File: src/rtl/switch_conditioner_pkg.sv
// Shared types and constants for the push-switch conditioner: channel indices,
// default channel count and the per-channel auto-repeat state encoding.
package switch_conditioner_pkg;

  localparam int SW_CH     = 0;
  localparam int SW_CE     = 1;
  localparam int SW_CP     = 2;
  localparam int SW_CH_NUM = 3;

  typedef enum logic [1:0] {
    RPT_IDLE   = 2'd0,
    RPT_DELAY  = 2'd1,
    RPT_REPEAT = 2'd2,
    RPT_HOLD   = 2'd3
  } rpt_state_e;

endpackage

File: src/rtl/switch_conditioner_if.sv
// Switch bundle between the board pins and the IO controller: raw inputs in,
// debounced level and one-cycle press/release/event pulses out.
interface switch_conditioner_if #(
  parameter int CH_NUM = 3
);
  logic [CH_NUM-1:0] sig_in;
  logic [CH_NUM-1:0] level;
  logic [CH_NUM-1:0] press;
  logic [CH_NUM-1:0] rel;
  logic [CH_NUM-1:0] evt;

  modport master (output sig_in, input level, press, rel, evt);
  modport slave  (input sig_in, output level, press, rel, evt);
endinterface

File: src/rtl/switch_conditioner_channel.sv
// One switch channel: 2-flop synchroniser, polarity fix, debounce counter and
// auto-repeat FSM. Every output is a flop; nothing from sig_i reaches an output combinationally.
module switch_channel
  import switch_conditioner_pkg::*;
#(
  parameter int IN_ACTIVE_LOW   = 0,
  parameter int DEBOUNCE_CYCLES = 4,
  parameter int REPEAT_DELAY    = 20,
  parameter int REPEAT_PERIOD   = 5,
  parameter int CNT_W           = 16
) (
  input  logic clk,
  input  logic rst,
  input  logic sig_i,
  output logic level_o,
  output logic press_o,
  output logic release_o,
  output logic evt_o
);

  localparam logic             PIN_IDLE    = (IN_ACTIVE_LOW != 0);
  localparam logic [CNT_W-1:0] DB_LAST     = CNT_W'(DEBOUNCE_CYCLES - 1);
  localparam logic [CNT_W-1:0] DELAY_LAST  = CNT_W'((REPEAT_DELAY > 0) ? REPEAT_DELAY - 1 : 0);
  localparam logic [CNT_W-1:0] PERIOD_LAST = CNT_W'(REPEAT_PERIOD - 1);

  logic [1:0]       sync_q;
  logic             level_q, level_d;
  logic [CNT_W-1:0] db_cnt_q, db_cnt_d;
  rpt_state_e       state_q, state_d;
  logic [CNT_W-1:0] rpt_cnt_q, rpt_cnt_d;
  logic             press_q, press_d;
  logic             release_q, release_d;
  logic             evt_q;
  logic             rpt_fire;
  logic             sample;

  assign sample = sync_q[1] ^ PIN_IDLE;

  // NOTE: every variable driven here gets a default first, so no path through
  // the block leaves it unassigned and no latch is inferred.
  always_comb begin
    level_d   = level_q;
    db_cnt_d  = '0;
    press_d   = 1'b0;
    release_d = 1'b0;
    if (sample != level_q) begin
      if (db_cnt_q == DB_LAST) begin
        level_d   = sample;
        press_d   = sample;
        release_d = ~sample;
      end else begin
        db_cnt_d = db_cnt_q + 1'b1;
      end
    end
  end

  always_comb begin
    state_d   = state_q;
    rpt_cnt_d = rpt_cnt_q;
    rpt_fire  = 1'b0;
    unique case (state_q)
      RPT_IDLE: begin
        rpt_cnt_d = '0;
        if (press_d) state_d = (REPEAT_DELAY == 0) ? RPT_HOLD : RPT_DELAY;
      end
      RPT_DELAY: begin
        if (rpt_cnt_q == DELAY_LAST) begin
          rpt_fire  = 1'b1;
          rpt_cnt_d = '0;
          state_d   = RPT_REPEAT;
        end else begin
          rpt_cnt_d = rpt_cnt_q + 1'b1;
        end
      end
      RPT_REPEAT: begin
        if (rpt_cnt_q == PERIOD_LAST) begin
          rpt_fire  = 1'b1;
          rpt_cnt_d = '0;
        end else begin
          rpt_cnt_d = rpt_cnt_q + 1'b1;
        end
      end
      RPT_HOLD: rpt_cnt_d = '0;
      default: begin
        state_d   = RPT_IDLE;
        rpt_cnt_d = '0;
      end
    endcase
    // A release landing on a repeat cycle wins: the repeat pulse is dropped.
    if (release_d) begin
      state_d   = RPT_IDLE;
      rpt_cnt_d = '0;
      rpt_fire  = 1'b0;
    end
  end

  // NOTE: sequential state uses non-blocking assignments so all flops update
  // together from pre-edge values, matching the hardware.
  always_ff @(posedge clk) begin
    if (rst) begin
      // Synchroniser rests at the released pin level so reset never looks like a press.
      sync_q    <= {2{PIN_IDLE}};
      level_q   <= 1'b0;
      db_cnt_q  <= '0;
      state_q   <= RPT_IDLE;
      rpt_cnt_q <= '0;
      press_q   <= 1'b0;
      release_q <= 1'b0;
      evt_q     <= 1'b0;
    end else begin
      sync_q    <= {sync_q[0], sig_i};
      level_q   <= level_d;
      db_cnt_q  <= db_cnt_d;
      state_q   <= state_d;
      rpt_cnt_q <= rpt_cnt_d;
      press_q   <= press_d;
      release_q <= release_d;
      evt_q     <= press_d | rpt_fire;
    end
  end

  assign level_o   = level_q;
  assign press_o   = press_q;
  assign release_o = release_q;
  assign evt_o     = evt_q;

endmodule

File: src/rtl/switch_conditioner.sv
// Top of the switch conditioner: one independent switch_channel per raw
// switch line, all on the CPU clock.
module switch_conditioner
  import switch_conditioner_pkg::*;
#(
  parameter int CH_NUM          = SW_CH_NUM,
  parameter int IN_ACTIVE_LOW   = 0,
  parameter int DEBOUNCE_CYCLES = 4,
  parameter int REPEAT_DELAY    = 20,
  parameter int REPEAT_PERIOD   = 5,
  parameter int CNT_W           = 16
) (
  input logic                 clk,
  input logic                 rst,
  switch_conditioner_if.slave sw
);

  for (genvar i = 0; i < CH_NUM; i++) begin : g_ch
    switch_channel #(
      .IN_ACTIVE_LOW  (IN_ACTIVE_LOW),
      .DEBOUNCE_CYCLES(DEBOUNCE_CYCLES),
      .REPEAT_DELAY   (REPEAT_DELAY),
      .REPEAT_PERIOD  (REPEAT_PERIOD),
      .CNT_W          (CNT_W)
    ) u_ch (
      .clk      (clk),
      .rst      (rst),
      .sig_i    (sw.sig_in[i]),
      .level_o  (sw.level[i]),
      .press_o  (sw.press[i]),
      .release_o(sw.rel[i]),
      .evt_o    (sw.evt[i])
    );
  end

endmodule

File: src/flat_wrapper.sv
// flat-port wrapper written by rule: the top's interface ports become plain ports
module switch_conditioner_flat import switch_conditioner_pkg::*;
#(
  parameter int CH_NUM          = SW_CH_NUM,
  parameter int IN_ACTIVE_LOW   = 0,
  parameter int DEBOUNCE_CYCLES = 4,
  parameter int REPEAT_DELAY    = 20,
  parameter int REPEAT_PERIOD   = 5,
  parameter int CNT_W           = 16
)
  (clk, rst, sw_sig_in, sw_level, sw_press, sw_rel, sw_evt);
  switch_conditioner_if #(.CH_NUM(CH_NUM)) sw_i ();
  input logic clk;
  input logic rst;
  input wire logic [$bits(sw_i.sig_in)-1:0] sw_sig_in;
  output wire logic [$bits(sw_i.level)-1:0] sw_level;
  output wire logic [$bits(sw_i.press)-1:0] sw_press;
  output wire logic [$bits(sw_i.rel)-1:0] sw_rel;
  output wire logic [$bits(sw_i.evt)-1:0] sw_evt;
  assign sw_i.sig_in = sw_sig_in;
  assign sw_level = sw_i.level;
  assign sw_press = sw_i.press;
  assign sw_rel = sw_i.rel;
  assign sw_evt = sw_i.evt;
  switch_conditioner #(.CH_NUM(CH_NUM), .IN_ACTIVE_LOW(IN_ACTIVE_LOW), .DEBOUNCE_CYCLES(DEBOUNCE_CYCLES), .REPEAT_DELAY(REPEAT_DELAY), .REPEAT_PERIOD(REPEAT_PERIOD), .CNT_W(CNT_W)) u_core (.clk(clk), .rst(rst), .sw(sw_i));
endmodule
File: config.mk
export PLATFORM = sky130hd
export DESIGN_NAME = switch_conditioner_flat
export DESIGN_NICKNAME = d
export VERILOG_FILES = /design/src/rtl/switch_conditioner_pkg.sv /design/src/rtl/switch_conditioner_if.sv /design/src/rtl/switch_conditioner_channel.sv /design/src/rtl/switch_conditioner.sv /design/src/flat_wrapper.sv
export SDC_FILE = /design/constraint.sdc
export NUM_CORES = 1
export LEC_CHECK = 0
export BUFFER_PORTS_ARGS = -buffer_cell sky130_fd_sc_hd__buf_2
export CORE_MARGIN = 2
export CORE_UTILIZATION = 45
export CTS_BUF_LIST = sky130_fd_sc_hd__clkbuf_8
export CTS_CLUSTER_DIAMETER = 60
export DETAILED_ROUTE_END_ITERATION = 10
export GPL_TIMING_DRIVEN = 0
export PLACE_DENSITY_LB_ADDON = 0.2
export SLEW_MARGIN = 0
export SYNTH_ARGS = -nofsm -noshare
export SYNTH_HDL_FRONTEND = slang
export SYNTH_SLANG_ARGS = --single-unit
File: constraint.sdc
create_clock -name clk -period 2 [get_ports clk]
set_input_delay 0.2 -clock clk [delete_from_list [all_inputs] [get_ports clk]]
set_output_delay 0.2 -clock clk [all_outputs]
set_load 0.05 [all_outputs]
# Word-level counts from Yosys, hierarchy flattened

Cells that the tools add are included.

Add/subtract/negate cells: 6
Multiplexer cells: 42
Bitwise gates (word level): 9
Eq/ne operators: 27
Reduce and logical (&&, ||, !) cells: 21

Operators with widths:

| cell                    | count |
|---|---|
| $pmux W16 S3            | 3 |
| $add A16 B1 Y16 const B | 6 |
| $mux W16                | 6 |
| $eq A16 B2 Y1 const B   | 3 |
| $eq A16 B3 Y1 const B   | 3 |
| $eq A16 B5 Y1 const B   | 3 |
| $mux W1                 | 21 |
| $eq A2 B2 Y1 const B    | 6 |
| $mux W2                 | 6 |
| $ne A2 B2 Y1 const B    | 6 |
| $pmux W2 S2             | 3 |
| $reduce_or A2 Y1        | 6 |
| $reduce_and A3 Y1       | 3 |
| $reduce_or A3 Y1        | 3 |
| $eq A2 B1 Y1 const B    | 3 |
| $logic_not A2 Y1        | 3 |
| $not A1 Y1              | 6 |
| $pmux W1 S2             | 3 |
| $reduce_and A2 Y1       | 3 |
| $reduce_bool A2 Y1      | 3 |
| $ne A1 B1 Y1            | 3 |
| $or A1 B1 Y1            | 3 |

Output and inout port bits: 12
Flip-flop bits (word level): 120

# Depth between registers and ports, before layout

Gate-level depths: netlist of the first run.

Depth in word-level cells: 5
Gate-level depth with buffers: 8

# Hierarchy

From an unflattened synthesis of the first run, not the netlist that was laid out.

Cells, all modules: 609
Area, all modules: 5,439.0 um2

Modules (own cells, without submodules):

| module         | times used | area an instance (um2) | cells an instance |
|---|---|---|---|
| switch_channel | 3          | 1,813.0                | 203 |

# Worst setup path before layout of the first run

Ideal clock, no wire load.

Path type: register to register
Start point: reg u_core.g_ch[1].u_ch.db_cnt_q[0]
End point: reg u_core.g_ch[1].u_ch.state_q[1]
Data arrival time: 1.792 ns
Setup slack: 0.092 ns
Period minus slack after synthesis: 1.908 ns
Buffers on the path: 0
Setup time: 0.116 ns
Stages on the path, launching flop included: 7
Cells stage by stage: dfxtp_1 ha_1 nor4b_4 nand4_2 or2_4 or3b_1 o211a_1

Longest elaborated chain between the ends: 5
Elaborated cells on any way between the ends: 8

Ends and longest elaborated chain:

| element                            | RTL line                          | source |
|---|---|---|
| start: declaration                 | switch_conditioner_channel.sv:28  | `logic [CNT_W-1:0] db_cnt_q, db_cnt_d;` |
| start signal: assignment           | switch_conditioner_channel.sv:113 | `db_cnt_q <= db_cnt_d;` |
| $eq A16 B2 Y1 (*)                  | switch_conditioner_channel.sv:47  | `if (db_cnt_q == DB_LAST) begin` |
| $mux W1                            | switch_conditioner_channel.sv:47  |  |
| $mux W1                            | switch_conditioner_channel.sv:46  | `if (sample != level_q) begin` |
| $ne A2 B2 Y1 (no source line)      | --                                |  |
| $reduce_and A3 Y1 (no source line) | --                                |  |
| end signal: assignment             | switch_conditioner_channel.sv:114 | `state_q <= state_d;` |
| end: declaration                   | switch_conditioner_channel.sv:29  | `rpt_state_e state_q, state_d;` |

Mark *: on every way between the ends. The rest lies on a longest branch, timed or not.
A chain may end at the register's enable or synchronous reset.

# Worst setup path in the final report of the first run

Start point: reg u_core.g_ch[1].u_ch.db_cnt_q[1]
End point: reg u_core.g_ch[1].u_ch.state_q[1]

Same word-level chain as after synthesis.

==> results of run 1 <==
-- power breakdown --
| group | leakage [uW] | switching (uW) | internal, uW |
|---|---|---|---|
| clock network | 0.000197 | 875 | 978 |
| logic | 0.00105 | 27.1 | 19.1 |
| registers | 0.000969 | 5.59 | 2400 |
-- per-layer routing --
metal	vias up	wire length (um)
met5	-	0
met4	0	117
met3	12	346
met2	48	4360
met1	1856	4940
li1	2106	-
-- sequential cells by signal, indices dropped and copies added (netlist names) --
name,count
u_core.g_ch.u_ch.press_o,3
u_core.g_ch.u_ch.db_cnt_q,48
u_core.g_ch.u_ch.level_o,3
u_core.g_ch.u_ch.release_o,3
u_core.g_ch.u_ch.sync_q,6
u_core.g_ch.u_ch.evt_o,3
u_core.g_ch.u_ch.state_q,6
u_core.g_ch.u_ch.rpt_cnt_q,48
-- cell families after synthesis --
group	count (synthesis)	share of synthesized area
AO/OA/AOI/OAI	33	0.0461
flip-flops	120	0.445
buffers and inverters	43	0.0390
multiplexers	3	0.00556
XOR/XNOR	83	0.135
adder cells (fa/ha/maj)	18	0.0417
AND/OR/NAND/NOR	294	0.288
-- through the flow --
stage / util / instances
2_1_floorplan: - / 594
3_3_place_gp: 0.489 / 753
3_5_place_dp: 0.489 / 753
4_1_cts: 0.526 / 790
5_1_grt: 0.532 / 792
6_report: 0.532 / 792
-- final timing paths --
path,to,slack (ns),cells after the start
max,u_core.g_ch[1].u_ch.state_q[1],0.08,6
min,u_core.g_ch[2].u_ch.sync_q[0],0.02,2
max reg2reg,u_core.g_ch[1].u_ch.state_q[1],0.08,6
min reg2reg,u_core.g_ch[0].u_ch.sync_q[1],0.44,1
-- layout make-up --
class / count / area share
sequential: 120 / 0.391
buffer: 21 / 0.0226
tap: 143 / 0.0291
multi-input combinational: 431 / 0.464
clock inverter: 8 / 0.00549
clock buffer: 22 / 0.0492
timing repair buffer: 26 / 0.0256
inverter: 21 / 0.0128
-- timing repair --
item	CTS	global route
endpoints found under the hold margin	1	1
setup buffers	4	2
endpoints found under the setup margin	56	64
pin swaps	2	0
hold buffers	1	1
gates resized for setup	12	14
gates cloned	2	0
-- cells in the final DEF, fill, tap and decap left out, drive strengths merged, types with 4 or more instances in the layout --
cell    Yosys  routed
dfxtp     120     120
nand2b      6       6
nor2b       8       8
and3       21      21
xnor2      33      33
nor3       15      15
inv        21      26
nand4      18      18
and4        6       6
o21a        4       4
a21oi       6       6
nand3      44      44
nand2      27      27
ha         18      18
xor2       50      50
clkbuf      6      27
buf        16      40
nor4       18      18
nor2      114     114
==> metrics.md, run 1 <==
| Metric | Value |
|---|---|
| Largest delay share family, worst path | simple AND/OR/NAND/NOR gates |
| Skew-Pair Late Insertion Delay | 0.43 ns |
| Net Count, Synth | 617 |
| Cts bufs inserted | 17 |
| Met1 Use GR | 0.206 |
| Critical path's slowest cell | dfxtp_1 |
| Hold WC Path Type | input port to register |
| Seq/Total Area, Yosys | 0.445 |
| Met3 usage | 0.0574 |
| Max Cap Viol | 0 |
| Pwr Density | 699 nW/um2 |
| Sink Count | 120 |
| Tot Pwr | 4300 uW |
| Final GP Congestion | 0.768 |
| Die width | 114 um |
| Synthesis warning total | 0 |
| Post-synthesis register bit count | 120 |
| I/O pin cnt | 17 |
| Achievable clock frequency | 521 MHz |
| TritonCTS clock tree | yes |
| Slowest stage delay, CP | 0.42 ns |
| CP Launch Point | u_core.g_ch[1].u_ch.db_cnt_q[1] |
| Ant diodes | 0 |
| Core Area | 11600 um2 |
| Synth unique cells | 49 |
| Crit start category | register |
| Worst-margin pin slew | 0.627 ns |
| Initial antenna violation count | 0 |
| Most instantiated cells after synthesis | 120 x dfxtp_1, 114 x nor2_1, 50 x xor2_1, 44 x nand3_1, 33 x xnor2_1 |
| Worst Skew | 0.00768 ns |
| Clock root buffer | clkbuf_8 |
| Via count | 4022 |
| Post-route cell area | 6160 um2 |
| Layout cell share with drive strength beyond 1 | 0.146 |
| Hold Fails Final Rpt | 0 |
| Total GRT Usage | 0.165 |
| Routed WL | 9.77 mm |
| Grt ovf | 0 |
| FF+latch area | 2410 um2 |
| Dpl hpwl | 6.77 mm |
| Worst Setup Slack post-DPL | -0.198 ns |
| Reg2reg start | u_core.g_ch[1].u_ch.db_cnt_q[1] |
| Met2 usage in global routing | 0.263 |
| Status | finished clean |
| Max VDD drop | 498 uV |
| Tcrit/Tclk final | 0.960 |
| Final net count | 661 |
| Drt initial violations | 223 |
| Antenna-violating nets left | 0 |
| # port buffers | 16 |
| Final setup TNS | 0 ns |
| Drt pass-1 iters | 4 |
| DIE AREA | 12900 um2 |
| Max H-tree Level | 4 |
| Synth Flop Type | dfxtp_1 |
| Fillcell total | 1059 |
| Worst Path Buf+Inv | 0 |
| Largest net degree at the start of global routing | 17 |
| Layer with the highest usage | met2 |
| Remaining DRCs | 0 |
| First-pass GRT wire length | 17.2 mm |
| Slew Viols, Final | 0 |
| Area share of the largest cell type after synthesis | 0.445 |
| Worst hold start | sw_sig_in[2] |
| LEAKAGE | 0.00221 uW |
| Worst endpoint required time | 2.33 ns |
| Clk pin slew, worst setup/hold paths | 0.07 ns |
| WHS | 0.0247 ns |
| Synth Instances | 594 |
| Synth top area cells | dfxtp_1 45%, xor2_1 8.1%, nor2_1 7.9% |
| CP max FO | 6 |
| Post-synth ARST share | 0 |
| WS Path Type | register to register |
| CP endpoint kind | register |
| Syn avg cell area | 9.08 um2 |
| CP Data Arrival Time | 2.25 ns |
| Multi-input logic area | 2860 um2 |
| CTS max path bufs | 2 |
| Most common cell in the netlist | dfxtp_1 |
| Final setup margin | 0.0796 ns |
| Final Setup Violations | 0 |
| Placed cell areas | 5660 um2 |
| Drt via density | 5.08 |
| Mapped Area | 5400 um2 |
| Layout area overhead | 14.1% |
| Fin crit period | 1.92 ns |
| Chip height | 114 um |
| Post-synth top area cell | dfxtp_1 |
| EDFF count, synth | 0 |
| Starting Density | 0.467 |
| Site Rows | 39 |
| Slew HR | 0.578 |
| Number of global-route vias before repair | 3952 |
| Critical-path cell list | ha_4 > nor4b_4 > nand4_2 > or2_4 > or3b_1 > o211a_1 |
| Drt wl/cell | 12.3 um |
No activity file was read; power rests on OpenSTA's default activity.
==> run 2, diff against run 1 <==
==> constraint.sdc (replaced) <==
create_clock -name clk -period 1.76 [get_ports clk]
set_input_delay 0.176 -clock clk [delete_from_list [all_inputs] [get_ports clk]]
set_output_delay 0.176 -clock clk [all_outputs]
set_load 0.05 [all_outputs]
==> metrics.md, run 2 (synthesis gave the netlist of run 1 again) <==
| Metric | Value |
|---|---|
| Starting Density | 0.467 |
| CP Launch Point | u_core.g_ch[2].u_ch.db_cnt_q[0] |
| Final net count | 679 |
| Cts bufs inserted | 17 |
| Slowest stage delay, CP | 0.38 ns |
| Core Area | 11600 um2 |
| Max H-tree Level | 4 |
| Initial antenna violation count | 0 |
| Dpl hpwl | 6.70 mm |
| WHS | 0.216 ns |
| Site Rows | 39 |
| Failing checks | negative setup slack |
| WS Path Type | register to register |
| Pwr Density | 833 nW/um2 |
| Remaining DRCs | 0 |
| Fin crit period | 1.78 ns |
| Status | finished with violations |
| Via count | 4111 |
| Most common cell after layout, fill and taps aside | nor2_1 |
| Most frequent cells in the layout | 114 x nor2_1, 111 x dfxtp_1, 50 x xor2_1 |
| Worst Skew | 0.00633 ns |
| Layout cell share with drive strength beyond 1 | 0.208 |
| Drt via density | 5.06 |
| CP Data Arrival Time | 2.10 ns |
| Worst endpoint required time | 2.08 ns |
| Slew Viols, Final | 0 |
| DIE AREA | 12900 um2 |
| CP endpoint kind | register |
| Switching pwr | 1110 uW |
| Max VDD drop | 864 uV |
| Fillcell total | 1056 |
| Slack of the worst reg-to-reg path | -0.02 ns |
| Hold path endpoint | u_core.g_ch[1].u_ch.state_q[1] |
| Antenna-violating nets left | 0 |
| Total GRT Usage | 0.169 |
| Largest net degree at the start of global routing | 17 |
| Clock power frac | 0.490 |
| Grt ovf | 0 |
| Seq pwr share | 0.499 |
| Drt initial violations | 173 |
| Final GP Congestion | 0.757 |
| Hold Fails Final Rpt | 0 |
| Sink Count | 120 |
| Max Cap Viol | 0 |
| CP max FO | 5 |
| Clk pin slew, worst setup/hold paths | 0.07 ns |
| TritonCTS clock tree | yes |
| Crit start category | register |
| CTS max path bufs | 2 |
| Skew-Pair Late Insertion Delay | 0.42 ns |
| Worst r2r dst | u_core.g_ch[2].u_ch.state_q[1] |
| Hold WC Path Type | input port to register |
| Worst-margin pin slew | 0.505 ns |
| RSZ-0062 raised after global routing | yes |
| Final Setup Violations | 1 |
| Hold path depth | 3 |
| Comb pwr share | 0.011 |
| Drt pass-1 iters | 4 |
| Final setup margin | -0.0244 ns |
| First-pass GRT wire length | 17.5 mm |
| Critical path's slowest cell | or3b_4 |
| # port buffers | 16 |
| Critical-path cell list | ha_4 > nor4b_4 > nand4_4 > or2_1 > or3b_4 > o211a_1 |
| Number of global-route vias before repair | 3935 |
| Chip height | 114 um |
| Worst hold start | rst |
| Slew HR | 0.660 |
| Die width | 114 um |
| Reg2reg start | u_core.g_ch[2].u_ch.db_cnt_q[0] |
| Tcrit/Tclk final | 1.01 |
| Ant diodes | 0 |
| P_int | 4350 uW |
| Routed WL | 10.3 mm |
| Layout area overhead | 21.5% |
| I/O pin cnt | 17 |
| Regs by FF count | u_core.g_ch.u_ch.db_cnt_q x48, u_core.g_ch.u_ch.rpt_cnt_q x48 |
| Clock root buffer | clkbuf_8 |
| LEAKAGE | 0.00235 uW |
| Final setup TNS | -0.0244 ns |
| Achievable clock frequency | 560 MHz |
| R2R depth | 6 |
| Drt wl/cell | 12.7 um |
| Switching Share | 0.203 |
## run 2: changes by cell type in the layout (fill, tap and decap cells not counted), moves of 4 or more
cell / delta
ha_2: +5
dfxtp_1: -5
buf_4: +16
ha_1: -5
bufinv_16: +4
inv_1: -5
dfxtp_4: +4
## run 2: worst max path at each step
stage               depth (start not counted)                                 to  slack (ns)
global route                                6     u_core.g_ch[2].u_ch.state_q[1]        -0.1
global placement                            7   u_core.g_ch[1].u_ch.rpt_cnt_q[9]       -0.24
floorplan                                   6     u_core.g_ch[1].u_ch.state_q[1]       0.001
detailed placement                          7  u_core.g_ch[1].u_ch.rpt_cnt_q[10]       -0.26
CTS                                         6     u_core.g_ch[2].u_ch.state_q[1]       -0.02
finish                                      6     u_core.g_ch[2].u_ch.state_q[1]       -0.02
## run 2: layer usage
metal  GRT usage  up-vias  wire (um)
li1            -     2142          -
met1       0.209     1911       5040
met2       0.266       50       4820
met3      0.0595        8        303
met4      0.0780        0        124
met5           0        -          0
## run 2: power groups by stage
stage	combinational (uW)	sequential, uW	clock (uW)
global placement	46.2	2790	0
global route	66.8	2720	2890
detailed placement	47.5	2790	0
finish	60.4	2720	2680
CTS	55.9	2720	2760
floorplan	31.0	2790	0
## run 2: stage by stage
| step | instance area, um2 | util | cells | worst slack [ns] | total power (uW) |
|---|---|---|---|---|---|
| after floorplan | 5450 | - | 594 | 0.00128 | 2820 |
| after global placement | 5710 | 0.493 | 753 | -0.244 | 2840 |
| after detailed placement | 5710 | 0.493 | 753 | -0.264 | 2840 |
| after CTS | 6370 | 0.551 | 798 | -0.0239 | 5540 |
| after global routing | 6560 | 0.567 | 812 | -0.0974 | 5680 |
| final | 6560 | 0.567 | 812 | -0.0244 | 5460 |
## run 2: critical path: cells and delay by family, from the launching register on
family	cells	cell delay (ns)
and+or+nand+nor	4	1.05
DFF	1	0.35
AOI/OAI and AO/OA	1	0.13
adders and majority gates	1	0.15
## run 2: repair_timing
action,4_1_cts,5_1_grt
setup endpoints to repair,69,65
pin swaps,4,15
gates resized for setup,23,24
hold buffers,3,0
hold endpoints to repair,3,0
setup buffers,11,15
## run 2: area by class of cell
cell class	instances	area [um2]	area share
flip-flops and latches	120	2420	0.370
clock inverters	13	176	0.0269
plain buffers	20	146	0.0223
multi-input cells	431	2980	0.455
well taps	143	179	0.0273
inverters	21	78.8	0.0120
repair buffers	45	305	0.0466
clock buffers	19	262	0.0399
==> run 3, diff against run 2 <==
--- a/config.mk
+++ b/config.mk
@@ -5,13 +5,13 @@
 export SDC_FILE = /design/constraint.sdc
 export NUM_CORES = 1
 export LEC_CHECK = 0
-export BUFFER_PORTS_ARGS = -buffer_cell sky130_fd_sc_hd__buf_2
+export BUFFER_PORTS_ARGS = -buffer_cell sky130_fd_sc_hd__buf_4
+export CAP_MARGIN = 5
 export CORE_MARGIN = 2
 export CORE_UTILIZATION = 45
 export CTS_BUF_LIST = sky130_fd_sc_hd__clkbuf_8
 export CTS_CLUSTER_DIAMETER = 60
 export DETAILED_ROUTE_END_ITERATION = 10
-export GPL_TIMING_DRIVEN = 0
 export PLACE_DENSITY_LB_ADDON = 0.2
 export SLEW_MARGIN = 0
 export SYNTH_ARGS = -nofsm -noshare
==> metrics.md, run 3 (synthesis gave the netlist of run 1 again) <==
| Metric | Value |
|---|---|
| Status | finished clean |
| Drt pass-1 iters | 5 |
| WHS | 0.0826 ns |
| First-pass GRT wire length | 17.6 mm |
| Starting Density | 0.467 |
| Remaining DRCs | 0 |
| Drt via density | 5.13 |
| Most common cell after layout, fill and taps aside | nor2_1 |
| Clock root buffer | clkbuf_8 |
| Placed cell areas | 5870 um2 |
| Largest net degree at the start of global routing | 22 |
| Final Setup Violations | 0 |
| Crit start category | register |
| Final setup TNS | 0 ns |
| WS Path Type | register to register |
| Skew-Pair Late Insertion Delay | 0.43 ns |
| Total GRT Usage | 0.167 |
| Clk pin slew, worst setup/hold paths | 0.08 ns |
| Most frequent cells in the layout | 114 x nor2_1, 113 x dfxtp_1, 50 x xor2_1 |
| CP Data Arrival Time | 2.01 ns |
| Regs by FF count | u_core.g_ch.u_ch.db_cnt_q x48, u_core.g_ch.u_ch.rpt_cnt_q x48 |
| Chip height | 114 um |
| Max Cap Viol | 0 |
| DIE AREA | 12900 um2 |
| Pwr Density | 911 nW/um2 |
| CTS max path bufs | 2 |
| Worst-margin pin slew | 0.492 ns |
| Worst Skew | 0.0130 ns |
| Final setup margin | 0.0829 ns |
| CP endpoint kind | register |
| Worst endpoint required time | 2.09 ns |
| Hold Fails Final Rpt | 0 |
| Ant diodes | 0 |
| Max VDD drop | 1000 uV |
| Dpl hpwl | 6.90 mm |
| Final net count | 670 |
| Slew Viols, Final | 0 |
| R2R depth | 6 |
| Via count | 4123 |
| Fin crit period | 1.68 ns |
| Layout cell share with drive strength beyond 1 | 0.176 |
| LEAKAGE | 0.00234 uW |
| Cts bufs inserted | 17 |
| Critical path's slowest cell | or3b_1 |
| Drt wl/cell | 12.5 um |
| Drt initial violations | 240 |
| Max H-tree Level | 4 |
| Tcrit/Tclk final | 0.953 |
| Slew HR | 0.669 |
| Layout area overhead | 19.6% |
| I/O pin cnt | 17 |
| # port buffers | 16 |
| Grt ovf | 0 |
| Util after Layout | 0.558 |
| Slowest stage delay, CP | 0.38 ns |
| Hold WC Path Type | input port to register |
| Antenna-violating nets left | 0 |
| Sink Count | 120 |
| RSZ-0062 raised after global routing | yes |
| Core Area | 11600 um2 |
| Die width | 114 um |
| Site Rows | 39 |
| CP max FO | 3 |
| Hold path depth | 2 |
| Initial antenna violation count | 0 |
| Number of global-route vias before repair | 4004 |
| Routed WL | 10.1 mm |
| Critical-path cell list | ha_2 > nor4b_4 > nand4_2 > or2_1 > or3b_1 > o211a_1 |
| Post-route cell area | 6460 um2 |
| Worst Setup Slack post-DPL | 0.0240 ns |
| Achievable clock frequency | 596 MHz |
| Final GP Congestion | 0.808 |
| TritonCTS clock tree | yes |
-- run 3: cell types whose count changed in the layout (fill, tap and decap cells not counted), moves of 3 or more --
cell,delta
buf_2,-16
buf_4,+11
bufinv_16,+3
clkbuf_1,-3
dfxtp_4,-3
ha_1,+5
ha_2,-4
nor4_4,-3
-- run 3: power breakdown --
group	leakage, uW	total, uW	switching, uW	internal, uW
sequential	0.000971	2730	4.97	2720
clock	0.000250	3100	1100	2000
combinational	0.00112	57.6	29.7	28.0
-- run 3: area by class of cell --
type | count | area (um2)
clock buffers | 18 | 248
clock inverters | 14 | 253
fillers | 1033 | 5110
inverters | 21 | 78.8
multi-input cells | 431 | 2840
flip-flops and latches | 120 | 2410
well taps | 143 | 179
repair buffers | 56 | 443
-- run 3: metrics by stage --
stage                     instances  total power [uW]
after floorplan                 594              2820
after global placement          765              2840
after detailed placement        765              2840
after CTS                       800              5950
after global routing            803              6070
final                           803              5880
-- run 3: metal layers --
metal / vias up / part of all wire / track usage
met5: - / 0 / 0
li1: 2128 / - / -
met3: 16 / 0.029 / 0.0452
met1: 1931 / 0.50 / 0.215
met4: 0 / 0.016 / 0.0707
met2: 48 / 0.46 / 0.265
-- run 3: worst paths after layout --
path                                                       from                               to  slack [ns]
worst min-delay path                                        rst      u_core.g_ch[1].u_ch.level_o        0.08
worst min register to register  u_core.g_ch[2].u_ch.db_cnt_q[0]  u_core.g_ch[2].u_ch.db_cnt_q[0]        0.41
worst max register to register  u_core.g_ch[2].u_ch.db_cnt_q[0]   u_core.g_ch[2].u_ch.state_q[1]        0.08
worst max-delay path            u_core.g_ch[2].u_ch.db_cnt_q[0]   u_core.g_ch[2].u_ch.state_q[1]        0.08
-- run 3: what timing repair did --
item                                    CTS  global route
endpoints found under the hold margin     3             0
endpoints found under the setup margin    0            50
resized for setup                         0            12
hold buffers                              3             0
setup buffers                             0             3
-- run 3: critical path, delay by kind of cell (launching register included) --
kind	cells	cell delay (ns)
AO/OA/AOI/OAI	1	0.13
AND/OR/NAND/NOR	4	0.94
flip-flops	1	0.34
adder cells (fa/ha/maj)	1	0.17
